--- config.mk ---
export PLATFORM = sky130hd
export DESIGN_NAME = mux_skid_stage_flat
export DESIGN_NICKNAME = d
export VERILOG_FILES = /design/src/rtl/mux_skid_stage_if.sv /design/src/rtl/mux_skid_stage.sv /design/src/flat_wrapper.sv
export SDC_FILE = /design/constraint.sdc
export NUM_CORES = 1
export LEC_CHECK = 0
export ABC_AREA = 1
export CORE_UTILIZATION = 49
export DETAILED_ROUTE_END_ITERATION = 6
export PLACE_DENSITY = 0.89
export SYNTH_ARGS = -nofsm -noshare
export SYNTH_HDL_FRONTEND = slang
export SYNTH_SLANG_ARGS = --single-unit
--- constraint.sdc ---
create_clock -name Clk -period 3.87 [get_ports Clk]
set_input_delay 0.387 -clock Clk [delete_from_list [all_inputs] [get_ports Clk]]
set_output_delay 0.387 -clock Clk [all_outputs]
set_load 0.005 [all_outputs]
--- src/rtl/mux_skid_stage_if.sv ---
// Producer/consumer bundle for mux_skid_stage: selectable input words in, one selected word out.
// The slave modport is the stage itself; the master modport is whoever drives and drains it.
interface mux_skid_stage_if #(
    parameter int unsigned WIDTH = 32,
    parameter int unsigned N_IN  = 4,
    parameter int unsigned SEL_W = $clog2(N_IN)
) ();

    logic [N_IN*WIDTH-1:0] in_data;
    logic [SEL_W-1:0]      sel;
    logic                  in_valid;
    logic                  in_ready;
    logic                  flush;
    logic [WIDTH-1:0]      out_data;
    logic [SEL_W-1:0]      out_sel;
    logic                  out_valid;
    logic                  out_ready;
    logic                  sel_err;

    modport master (
        output in_data, sel, in_valid, flush, out_ready,
        input  in_ready, out_data, out_sel, out_valid, sel_err
    );

    modport slave (
        input  in_data, sel, in_valid, flush, out_ready,
        output in_ready, out_data, out_sel, out_valid, sel_err
    );

endinterface

--- src/rtl/mux_skid_stage.sv ---
// Word-select mux followed by a two-entry (main + skid) register stage. in_ready is registered,
// so out_ready never reaches in_ready combinationally; the skid entry absorbs the one extra word.
module mux_skid_stage #(
    parameter int unsigned WIDTH = 32,
    parameter int unsigned N_IN  = 4,
    parameter int unsigned SEL_W = $clog2(N_IN)
) (
    input  logic              Clk,
    input  logic              Reset_n,
    mux_skid_stage_if.slave   bus
);

    // With a power-of-two N_IN every encodable sel is a valid index, so sel_err folds to 0.
    localparam bit AllInRange = ((1 << SEL_W) <= N_IN);

    logic [WIDTH-1:0] sel_data;
    logic             sel_oob;

    always_comb begin
        sel_data = '0;
        for (int unsigned k = 0; k < N_IN; k++) begin
            if (32'(bus.sel) == k) begin
                sel_data = bus.in_data[k*WIDTH +: WIDTH];
            end
        end
    end

    assign sel_oob = !AllInRange && (32'(bus.sel) >= N_IN);

    logic [WIDTH-1:0] main_data_q, main_data_d;
    logic [SEL_W-1:0] main_sel_q, main_sel_d;
    logic             main_valid_q, main_valid_d;
    logic [WIDTH-1:0] skid_data_q, skid_data_d;
    logic [SEL_W-1:0] skid_sel_q, skid_sel_d;
    logic             skid_valid_q, skid_valid_d;
    logic             in_ready_q, in_ready_d;
    logic             sel_err_q, sel_err_d;

    logic accept;
    logic xfer;

    assign accept = bus.in_valid && in_ready_q && !bus.flush;
    assign xfer   = main_valid_q && bus.out_ready;

    always_comb begin
        main_data_d  = main_data_q;
        main_sel_d   = main_sel_q;
        main_valid_d = main_valid_q;
        skid_data_d  = skid_data_q;
        skid_sel_d   = skid_sel_q;
        skid_valid_d = skid_valid_q;
        sel_err_d    = sel_err_q;

        if (bus.flush) begin
            main_valid_d = 1'b0;
            skid_valid_d = 1'b0;
        end else begin
            if (xfer) begin
                if (skid_valid_q) begin
                    main_data_d  = skid_data_q;
                    main_sel_d   = skid_sel_q;
                    skid_valid_d = 1'b0;
                end else begin
                    main_valid_d = 1'b0;
                end
            end
            // accept implies skid is empty, since in_ready mirrors !skid.valid
            if (accept) begin
                if (!main_valid_q || xfer) begin
                    main_data_d  = sel_data;
                    main_sel_d   = bus.sel;
                    main_valid_d = 1'b1;
                end else begin
                    skid_data_d  = sel_data;
                    skid_sel_d   = bus.sel;
                    skid_valid_d = 1'b1;
                end
                if (sel_oob) begin
                    sel_err_d = 1'b1;
                end
            end
        end

        in_ready_d = !skid_valid_d;
    end

    always_ff @(posedge Clk or negedge Reset_n) begin
        if (!Reset_n) begin
            main_data_q  <= '0;
            main_sel_q   <= '0;
            main_valid_q <= 1'b0;
            skid_data_q  <= '0;
            skid_sel_q   <= '0;
            skid_valid_q <= 1'b0;
            in_ready_q   <= 1'b1;
            sel_err_q    <= 1'b0;
        end else begin
            main_data_q  <= main_data_d;
            main_sel_q   <= main_sel_d;
            main_valid_q <= main_valid_d;
            skid_data_q  <= skid_data_d;
            skid_sel_q   <= skid_sel_d;
            skid_valid_q <= skid_valid_d;
            in_ready_q   <= in_ready_d;
            sel_err_q    <= sel_err_d;
        end
    end

    assign bus.out_data  = main_data_q;
    assign bus.out_sel   = main_sel_q;
    assign bus.out_valid = main_valid_q;
    assign bus.in_ready  = in_ready_q;
    assign bus.sel_err   = sel_err_q;

endmodule
--- src/flat_wrapper.sv ---
// flat-port wrapper written by rule: the top's interface ports become plain ports
module mux_skid_stage_flat 
#(
    parameter int unsigned WIDTH = 32,
    parameter int unsigned N_IN  = 4,
    parameter int unsigned SEL_W = $clog2(N_IN)
)
  (Clk, Reset_n, bus_in_data, bus_sel, bus_in_valid, bus_flush, bus_out_ready, bus_in_ready, bus_out_data, bus_out_sel, bus_out_valid, bus_sel_err);
  mux_skid_stage_if #(.WIDTH(WIDTH), .N_IN(N_IN), .SEL_W(SEL_W)) bus_i ();
  input  logic Clk;
  input  logic Reset_n;
  input wire logic [$bits(bus_i.in_data)-1:0] bus_in_data;
  input wire logic [$bits(bus_i.sel)-1:0] bus_sel;
  input wire logic [$bits(bus_i.in_valid)-1:0] bus_in_valid;
  input wire logic [$bits(bus_i.flush)-1:0] bus_flush;
  input wire logic [$bits(bus_i.out_ready)-1:0] bus_out_ready;
  output wire logic [$bits(bus_i.in_ready)-1:0] bus_in_ready;
  output wire logic [$bits(bus_i.out_data)-1:0] bus_out_data;
  output wire logic [$bits(bus_i.out_sel)-1:0] bus_out_sel;
  output wire logic [$bits(bus_i.out_valid)-1:0] bus_out_valid;
  output wire logic [$bits(bus_i.sel_err)-1:0] bus_sel_err;
  assign bus_i.in_data = bus_in_data;
  assign bus_i.sel = bus_sel;
  assign bus_i.in_valid = bus_in_valid;
  assign bus_i.flush = bus_flush;
  assign bus_i.out_ready = bus_out_ready;
  assign bus_in_ready = bus_i.in_ready;
  assign bus_out_data = bus_i.out_data;
  assign bus_out_sel = bus_i.out_sel;
  assign bus_out_valid = bus_i.out_valid;
  assign bus_sel_err = bus_i.sel_err;
  mux_skid_stage #(.WIDTH(WIDTH), .N_IN(N_IN), .SEL_W(SEL_W)) u_core (.Clk(Clk), .Reset_n(Reset_n), .bus(bus_i));
endmodule
After elaboration in Yosys (flattened, before gate mapping). Cells that the tools add are included.

Register bits: 71.

Equal/unequal tests: 3. Mux-type cells: 21. Bitwise logic cells: 2. Reduce and logical (&&, ||, !) cells: 9.

Operators with widths (count): two-way mux 32 bit (8); two-way mux 1 bit (9); two-way mux 2 bit (4); equality test 2 bit, second input constant (2); logical AND 1 bit (3); logical NOT 1 bit (3); AND reduction 3 bit (1); equality test 2 x 1 -> 1 bit, second input constant (1); logical NOT 2 bit (1); NOT 1 bit (2); logical OR 1 bit (1).

Depth between registers and ports, before layout. Gate-level depths: netlist of run 1.

Depth in word-level cells: 7. Gate-level depth with buffers: 10. Gate-level depth less buffers: 8.

Worst setup path after synthesis of run 1. Ideal clock, no wire load.

Path kind: reg-to-reg. Start: register u_core.in_ready_q (netlist: u_core.bus.in_ready). End: register u_core.skid_data_q[23]. Data arrival time: 1.279 ns. Data required time: 3.733 ns. Setup slack: 2.455 ns. Stages on the path, launching flop included: 8. Buffers on the path: 2. Period minus slack after synthesis: 1.415 ns. Path through: dfstp_2 nand2_1 nor2_1 nand2_1 buf_2 buf_2 nand2_1 o21ai_0.

Cells in the longest elaborated chain, start to end: 3.

RTL lines: start: declaration (line mux_skid_stage.sv:36) `logic in_ready_q, in_ready_d;`; start signal: assignment (line mux_skid_stage.sv:104) `in_ready_q <= in_ready_d;`; logical AND 1 bit (2 in series) (line mux_skid_stage.sv:42) `assign accept = bus.in_valid && in_ready_q && !bus.flush;`; AND reduction 3 bit (no source line); end signal: assignment (line mux_skid_stage.sv:101) `skid_data_q <= skid_data_d;`; end: declaration (line mux_skid_stage.sv:33) `logic [WIDTH-1:0] skid_data_q, skid_data_d;`.

No other way between the ends. A chain may end at the register's enable or synchronous reset.

Worst setup path after layout of run 1.
Start: register u_core.main_valid_q (netlist: u_core.bus.out_valid). End: register u_core.main_data_q[13] (netlist: u_core.bus.out_data[13]).

Cells in the longest elaborated chain, start to end: 4. Elaborated cells between the ends (all ways): 6. Those cells by class: mux: 3; reduce/logical: 3.

RTL lines: start: declaration (line mux_skid_stage.sv:32) `logic main_valid_q, main_valid_d;`; start signal: assignment (line mux_skid_stage.sv:100) `main_valid_q <= main_valid_d;`; logical AND 1 bit / logical NOT 1 bit (equally long branches) (line mux_skid_stage.sv:43, mux_skid_stage.sv:69); two-way mux 32 bit / logical OR 1 bit (equally long branches) (line mux_skid_stage.sv:58, mux_skid_stage.sv:69); two-way mux 32 bit (line mux_skid_stage.sv:69) `if (!main_valid_q || xfer) begin`; two-way mux 32 bit * (line mux_skid_stage.sv:68) `if (accept) begin`; end signal: assignment (line mux_skid_stage.sv:98) `main_data_q <= main_data_d;`; end: declaration (line mux_skid_stage.sv:30) `logic [WIDTH-1:0] main_data_q, main_data_d;`.

Every way passes the cells marked *; elsewhere a longest branch is shown, timed or not.

==> impl_metrics.toml, run 1 <==
[run_status]
outcome = "finished, final reports clean"

[drt]
wl_um = 15300
num_vias = 5392
drtIter0Drc = 547
final_antenna_net_count = 0
dr.pass1.iters = 5
viasPerCell = 5.63
drc_errors = 0
wl_per_cell_um = 15.9

[sta]
max_freq_ghz = 0.376
setup_violations = 0
timing.final.crit_share_pct = 68.6
finalHoldViolCount = 0
fin_skew_ns = 0.0154
post-route-min-period_ns = 2.66
max_slew.worst_pin.slew_ns = 1.02
setup_tns_ns = 0
maxSlewHeadroom_pct = 31.6
rsz0062_at_grt = "no"
final-max-slew-violation-count = 0

[critical_path]
path_depth = 8
crit_top_cell = "nand2_1"
reg2regPathDepth = 8
cp-end-kind = "register"
critPathMaxFanout = 36
cp.arrival_ns = 2.90
cp.required_ns = 4.12
slowest_stage = "dfrtp_1"
startpoint = "u_core.bus.out_valid$_DFF_PN0_"
r2r-start = "u_core.bus.out_valid$_DFF_PN0_"
cpPeakStageDelay_ns = 0.76
crit_type = "register to register"
cp_top_family = "simple AND/OR/NAND/NOR gates"
worst_setup_path_start_kind = "register"
critPathBufInv = 2
path_cells = "buf_4 -> nand3_2 -> nand2_1 -> nand3_1 -> nand2_1 -> inv_1 -> nand2_1 -> nand2_1"

[cells_and_area]
nFillCells = 703
final_cell_mix = "300 x nand2_1, 167 x clkdlybuf4s50_1, 99 x nand3_1"
final_area_sq_um = 6480
synthToLayoutAreaGrowth_pct = 41.1
layout_commonest_cell = "nand2_1"
drive_gt1_share_pct = 4.47
diodes = 0
fin_nets = 980

[grt]
antenna_found_initial = 0
grt_overflow = 0
use_met2_pct = 53.5
grt_start_max_net_pins = 72
use_met1_pct = 39.7
busiest_layer = "met2"
grt_pass1_wl_um = 24400
grt_pass1_vias = 5355
grt_use_met3_pct = 5.46
grtUsageTotal_pct = 31.4

[die]
start_util_pct = 51.6
fp.dieArea_sq_um = 9760
io_pins = 172
fp-row-count = 34
core_area_sq_um = 8890
fp.dieH_um = 98.8
die_w_um = 98.8

[placed_design]
hpwl_um = 10100
numPortBuffers = 170
gp_congestion = 0.817
placed_area_sq_um = 6250

[logic_synthesis]
ys.flop_type = "dfrtp_1"
synth_area_per_cell_sq_um = 6.48
ys_seq_elements = 71
yosysWarnings = 0
syn_area_sq_um = 4590
async_flop_share_pct = 100
synthCells = 709
ys_seq_area_share_pct = 38.7
synth.distinct_cells = 22
syn_nets = 844
synth-edff-count = 0

[cts]
cts-root-buf = "clkbuf_8"
clk_pin_slew_ns = 0.09
cts_tree = "built"
ctsHtreeMaxLevel = 3
postCtsSetupBuffers = 0
cts_buffer_depth = 2
cts_resized = 0
clock_latency_ns = 0.35
cts_buffers = 9
cts.sinks = 71
cts_hold_buf = 0

[hold_path]
hold_path_class = "primary input to asynchronous set/reset pin"

[pwr]
ir_worst_vdd_mv = 0.214
leakage_uw = 0.00316
pwr_density_cell_nw_per_um2 = 379

[run]
drv_cap = 0
worst reg2reg max path, stage by stage, from the launching register on:
cell	delay [ns]
dfrtp_1	0.76
buf_4	0.39
nand3_2	0.69
nand2_1	0.29
nand3_1	0.13
nand2_1	0.13
inv_1	0.05
nand2_1	0.06
nand2_1	0.05
sequential cells by signal, indices dropped and copies added (netlist names):
| signal | flops |
|---|---|
| u_core.skid_sel_q | 2 |
| u_core.skid_data_q | 32 |
| u_core.bus.out_valid | 1 |
| u_core.bus.in_ready | 1 |
| u_core.skid_valid_q | 1 |
| u_core.bus.out_data | 32 |
| u_core.bus.out_sel | 2 |
Yosys cell counts (2+ instances only):
library cell / instances / area (sq um)
o21ai_0: 40 / 200
clkbuf_1: 30 / 113
buf_4: 3 / 22.5
o21ai_1: 28 / 140
dfrtp_1: 70 / 1750
nand4_1: 32 / 200
inv_1: 38 / 143
or2_2: 2 / 12.5
nand2_1: 301 / 1130
nand3_1: 99 / 495
nor2_1: 5 / 18.8
buf_2: 20 / 100
or2_0: 30 / 188
inv_2: 3 / 11.3
per-stage QoR:
stage	hold WS, ns	worst slack, ns	instances	total power (uW)	util (%)
after floorplan	0.0914	2.45	709	1360	-
after global placement	0.468	1.03	942	1730	70.3
after detailed placement	0.474	0.953	942	1760	70.3
after global routing	0.228	1.00	958	2590	72.9
after CTS	0.195	1.29	958	2450	72.9
final	0.149	1.21	958	2460	72.9
report_power, final:
part / leakage (uW) / internal, uW / switching [uW] / total (uW)
logic: 0.00216 / 391 / 353 / 744
registers: 0.000892 / 903 / 120 / 1020
clock network: 0.000112 / 397 / 293 / 690
worst paths after layout:
check	endpoint	slack (ns)
setup / recovery	u_core.bus.out_data[13]$_DFFE_PN0N_	1.21
hold / removal	u_core.bus.out_data[0]$_DFFE_PN0N_	0.15
setup reg to reg	u_core.bus.out_data[13]$_DFFE_PN0N_	1.21
hold reg to reg	u_core.skid_data_q[29]$_DFFE_PN0P_	0.49
max in group asynchronous	u_core.skid_data_q[28]$_DFFE_PN0P_	3.12
min in group Clk	u_core.skid_data_q[29]$_DFFE_PN0P_	0.49
layout make-up:
class / count / area, sq um / share of cell area [%]
multi-input cells: 542 / 2420 / 37.4
flip-flops and latches: 71 / 1780 / 27.4
repair buffers: 179 / 1760 / 27.1
inverters: 42 / 158 / 2.43
clock buffers: 11 / 151 / 2.34
well taps: 108 / 135 / 2.08
clock inverters: 5 / 80.1 / 1.24
routing by layer:
metal  vias to the layer above  wire, um
met4                         0       370
met1                      2515      6160
met2                       289      7570
met3                        42      1160
li1                       2546         -
met5                         -         0
kinds of logic (layout without fill, tap and decap cells):
logic type             Yosys count  in the layout  share of synthesized area (%)
flip-flops                      71             71                           38.7
other                            1              1                         0.0817
AND/OR/NAND/NOR                472            472                           45.0
AO/OA/AOI/OAI                   69             69                           7.55
buffers and inverters           96            237                           8.64
No activity file was read; power rests on OpenSTA's default activity.
==> run 2: changes to the inputs <==
--- a/config.mk
+++ b/config.mk
@@ -6,9 +6,9 @@
 export NUM_CORES = 1
 export LEC_CHECK = 0
 export ABC_AREA = 1
-export CORE_UTILIZATION = 49
+export CORE_UTILIZATION = 45
 export DETAILED_ROUTE_END_ITERATION = 6
-export PLACE_DENSITY = 0.89
+export PLACE_DENSITY = 0.83
 export SYNTH_ARGS = -nofsm -noshare
 export SYNTH_HDL_FRONTEND = slang
 export SYNTH_SLANG_ARGS = --single-unit
==> constraint.sdc (replaced) <==
create_clock -name Clk -period 2.5 [get_ports Clk]
set_input_delay 0.25 -clock Clk [delete_from_list [all_inputs] [get_ports Clk]]
set_output_delay 0.25 -clock Clk [all_outputs]
set_load 0.005 [all_outputs]
==> run 2 against run 1 <==
Combinational power up 56%. Die area up 8.7%. Critical endpoint is now u_core.bus.out_sel[0]$_DFFE_PN0N_. Clock power up 15%. Cell area unchanged. Via count down 2.2%. Critical path depth unchanged. Hold slack worse by 0.14 ns. Global-route usage down 2.7 points.
==> impl_metrics.toml, run 2 (synthesized netlist as in run 1, its figures left out) <==
[pwr]
pwr_density_cell_nw_per_um2 = 543
ir_worst_vdd_mv = 0.254
leakage_uw = 0.00315

[die]
die_w_um = 103
core_area_sq_um = 9820
fp.dieArea_sq_um = 10600
io_pins = 172
fp.dieH_um = 103
start_util_pct = 46.8
fp-row-count = 36

[drt]
wl_met1_um = 6200
top_layer = "met4"
num_vias = 5274
dr.pass1.iters = 5
drc_errors = 0
final_antenna_net_count = 0
viasPerCell = 5.35
dr_wl_met2_um = 7390
wl_um = 14800
drtIter0Drc = 392
dr_wl_met3_um = 1030
wl_per_cell_um = 15.0

[sta]
timing.final.crit_share_pct = 73.4
setup_violations = 0
maxSlewHeadroom_pct = 39.8
finalHoldViolCount = 0
setup_tns_ns = 0
whs_ns = 0.0135
post-route-min-period_ns = 1.83
fin_skew_ns = 0.00834
final-max-slew-violation-count = 0
rsz0062_at_grt = "no"
max_freq_ghz = 0.545
max_slew.worst_pin.slew_ns = 0.903

[cts]
cts_tree = "built"
cts_resized = 0
clk_pin_slew_ns = 0.07
cts-root-buf = "clkbuf_8"
cts_hold_buf = 0
cts_buffers = 9
postCtsSetupBuffers = 0
ctsHtreeMaxLevel = 3
clock_latency_ns = 0.34
cts.sinks = 71
cts_buffer_depth = 2

[critical_path]
cp.required_ns = 2.79
cp-end-kind = "register"
crit_type = "register to register"
reg2regPathDepth = 8
critPathMaxFanout = 35
r2r-end = "u_core.bus.out_sel[0]$_DFFE_PN0N_"
r2r-start = "u_core.bus.in_ready$_DFF_PN1_"
setup.reg_to_reg.worst_slack_ns = 0.67
worst_setup_path_start_kind = "register"
cp.arrival_ns = 2.12

[cells_and_area]
layout_commonest_cell = "nand2_1"
synthToLayoutAreaGrowth_pct = 41.1
drive_gt1_share_pct = 4.34
final_cell_mix = "300 x nand2_1, 167 x clkdlybuf4s50_1, 99 x nand3_1"
diodes = 0
fin_nets = 984
nFillCells = 849

[placed_design]
gp_congestion = 0.789
numPortBuffers = 170
hpwl_um = 9940

[grt]
grt_pass1_wl_um = 23600
grt_pass1_vias = 4999
grtUsageTotal_pct = 28.7
grt_overflow = 0
grt_start_max_net_pins = 72
antenna_found_initial = 0

[run_status]
outcome = "finished, final reports clean"

[hold_path]
hold_path_class = "primary input to asynchronous set/reset pin"

[run]
drv_cap = 0
## run 2: final cells by class
cell class,count,area [sq um],share of cell area (%)
Inverter,42,158,2.43
Multi-Input combinational cell,542,2420,37.4
Timing Repair Buffer,183,1800,27.8
Sequential cell,71,1780,27.4
Clock inverter,1,5.00,0.0772
Tap cell,133,166,2.57
Clock buffer,14,153,2.36
## run 2: report_power, final
group	switching [uW]	internal, uW
Sequential	172	1400
Combinational	545	611
Clock	409	383
Total	1130	2390
## run 2: routing by layer
metal | vias up | track usage [%]
met5 | - | 0
met4 | 0 | 8.13
met3 | 19 | 3.86
met2 | 237 | 49.9
met1 | 2452 | 37.3
li1 | 2566 | -
## run 2: worst max path at each step
stage,cells after the start,slack (ns),endpoint,from
floorplan,7,1.08,u_core.skid_data_q[23]$_DFFE_PN0P_,u_core.bus.in_ready$_DFF_PN1_
global placement,8,0.54,u_core.bus.out_sel[1]$_DFFE_PN0N_,bus_out_ready
detailed placement,10,0.48,u_core.bus.out_data[19]$_DFFE_PN0N_,bus_out_ready
CTS,8,0.68,u_core.bus.out_sel[0]$_DFFE_PN0N_,u_core.bus.in_ready$_DFF_PN1_
global route,7,0.51,u_core.bus.out_data[19]$_DFFE_PN0N_,u_core.bus.in_ready$_DFF_PN1_
finish,8,0.67,u_core.bus.out_sel[0]$_DFFE_PN0N_,u_core.bus.in_ready$_DFF_PN1_
## run 2: critical path, cell delays in order (launching register included)
cell,delay [ns]
dfstp_2,0.54
nand2_1,0.07
nor2_1,0.20
nand2_2,0.09
inv_2,0.51
nor2_1,0.14
nand2_1,0.11
nand2_1,0.06
inv_1,0.06
## run 2: per-stage QoR
step	power (uW)	utilization [%]	cells	instance area [sq um]	setup slack (ns)
after floorplan	2110	-	709	4590	1.08
after global placement	2690	64.4	971	6320	0.542
after detailed placement	2740	64.4	971	6320	0.477
after CTS	3520	66.0	986	6480	0.678
after global routing	3750	66.0	986	6480	0.508
final	3520	66.0	986	6480	0.666
==> run 3: changes to the inputs <==
==> constraint.sdc (replaced) <==
create_clock -name Clk -period 1.7 [get_ports Clk]
set_input_delay 0.17 -clock Clk [delete_from_list [all_inputs] [get_ports Clk]]
set_output_delay 0.17 -clock Clk [all_outputs]
set_load 0.005 [all_outputs]
==> run 3 against run 2 <==
Cell area increased by 3.8%. Critical endpoint is now bus_out_valid. Critical path type is now register to output port. Largest cell class unchanged. Register-to-register slack got worse by 0.53 ns. Clock skew decreased by 0.0031 ns.
==> impl_metrics.toml, run 3 (synthesized netlist as in run 1, its figures left out) <==
[grt]
grt_overflow = 0
grt_start_max_net_pins = 37
grtUsageTotal_pct = 29.7
grt_pass1_vias = 5047
antenna_found_initial = 0
grt_pass1_wl_um = 24200

[cells_and_area]
drive_gt1_share_pct = 6.86
nFillCells = 835
fin_nets = 1006
layout_commonest_cell = "nand2_1"
final_cell_mix = "300 x nand2_1, 167 x clkdlybuf4s50_1, 99 x nand3_1"
synthToLayoutAreaGrowth_pct = 46.5
diodes = 0

[drt]
drtIter0Drc = 451
wl_per_cell_um = 15.4
wl_um = 15500
final_antenna_net_count = 0
num_vias = 5393
dr.pass1.iters = 5
drc_errors = 0
viasPerCell = 5.36

[sta]
timing.final.crit_share_pct = 97.7
setup_tns_ns = 0
setup_slack_ns = 0.0397
setup_violations = 0
post-route-min-period_ns = 1.66
fin_skew_ns = 0.00524
final-max-slew-violation-count = 0
max_freq_ghz = 0.602
finalHoldViolCount = 0

[hold_path]
hold_path_class = "primary input to asynchronous set/reset pin"

[pwr]
ir_worst_vdd_mv = 0.398
swShare_pct = 31.8
p_sw_uw = 1680
pwr_density_cell_nw_per_um2 = 784
combinationalPowerShare_pct = 33.5
power_frac_seq_pct = 43.9
leakage_uw = 0.00329
pwr-share-clk_pct = 22.6
intPower_uw = 3600

[die]
fp-row-count = 36
io_pins = 172
start_util_pct = 46.8
fp.dieH_um = 103
die_w_um = 103
fp.dieArea_sq_um = 10600
core_area_sq_um = 9820

[critical_path]
cp_top_family = "buffers and inverters"
cp.required_ns = 1.53
critPathBufInv = 2
cpPeakStageDelay_ns = 0.51
slowest_stage = "clkdlybuf4s50_1"
setup.reg_to_reg.worst_slack_ns = 0.14
crit_type = "register to output port"
cp-end-kind = "output port"
cp.arrival_ns = 1.49
critPathMaxFanout = 16
worst_setup_path_start_kind = "register"
path_cells = "buf_8 -> clkdlybuf4s50_1"

[cts]
ctsHtreeMaxLevel = 3
clk_pin_slew_ns = 0.07
cts-root-buf = "clkbuf_8"
cts_buffer_depth = 2
clock_latency_ns = 0.35
cts.sinks = 71
cts_tree = "built"
cts_buffers = 9

[placed_design]
numPortBuffers = 170
gp_congestion = 0.839
pre_cts_ws_ns = 0.0422
hpwl_um = 11200

[run]
drv_cap = 0

[run_status]
outcome = "finished, final reports clean"
-- run 3: cell count changes in the layout (fill, tap and decap cells not counted) --
cell           previous run  this run
clkbuf_1                  4         2
dfrtp_2                   0         1
buf_4                    13        28
buf_12                    1         6
dlygate4sd3_1             0         1
buf_8                     0         1
clkbuf_8                 10        11
dfrtp_1                  70        69
-- run 3: layout make-up --
class / count / area [sq um] / share of cell area [%]
multi-input combinational: 542 / 2420 / 36.0
timing repair buffer: 205 / 2040 / 30.3
sequential: 71 / 1780 / 26.5
tap: 133 / 166 / 2.47
clock buffer: 13 / 159 / 2.36
inverter: 42 / 158 / 2.34
clock inverter: 1 / 5.00 / 0.0744
-- run 3: what timing repair did --
action,in CTS,in global routing
gates resized for setup,2,1
buffers inserted,0,2
endpoints found under the hold margin,34,0
endpoints found under the setup margin,1,1
hold buffers,1,0
-- run 3: final timing paths --
| check | startpoint | end | cells past startpoint |
|---|---|---|---|
| hold / removal | Reset_n | u_core.skid_data_q[13]$_DFFE_PN0P_ | 2 |
| hold reg to reg | u_core.skid_data_q[23]$_DFFE_PN0P_ | u_core.skid_data_q[23]$_DFFE_PN0P_ | 2 |
| max in group asynchronous | Reset_n | u_core.skid_data_q[29]$_DFFE_PN0P_ | 3 |
| setup / recovery | u_core.bus.out_valid$_DFF_PN0_ | bus_out_valid | 2 |
| min in group Clk | bus_sel[1] | u_core.skid_data_q[16]$_DFFE_PN0P_ | 5 |
| setup reg to reg | u_core.bus.out_valid$_DFF_PN0_ | u_core.bus.out_sel[0]$_DFFE_PN0N_ | 10 |
-- run 3: power groups by stage --
stage / Combinational (uW) / Sequential, uW / Clock [uW]
after CTS: 1770 / 2310 / 1210
after global placement: 1700 / 2310 / 0
after detailed placement: 1760 / 2330 / 0
after global routing: 1960 / 2360 / 1280
final: 1770 / 2310 / 1190
after floorplan: 813 / 2290 / 0
-- run 3: metrics by stage --
| stage | area, sq um | utilization, % | power [uW] | hold WS, ns | instances |
|---|---|---|---|---|---|
| 3_3_place_gp | 6530 | 66.5 | 4010 | 0.155 | 990 |
| 5_1_grt | 6730 | 68.5 | 5600 | 0.380 | 1007 |
| 4_1_cts | 6710 | 68.3 | 5280 | 0.334 | 1005 |
| 6_report | 6730 | 68.5 | 5280 | 0.319 | 1007 |
| 2_1_floorplan | 4590 | - | 3100 | -0.126 | 709 |
| 3_5_place_dp | 6530 | 66.5 | 4090 | 0.166 | 990 |
-- run 3: layer usage --
metal	routed length (um)	GRT usage, %	vias up
met2	7620	49.8	272
met5	0	0	-
met4	282	10.6	0
met1	6320	38.8	2494
li1	-	-	2602
met3	1250	4.88	25
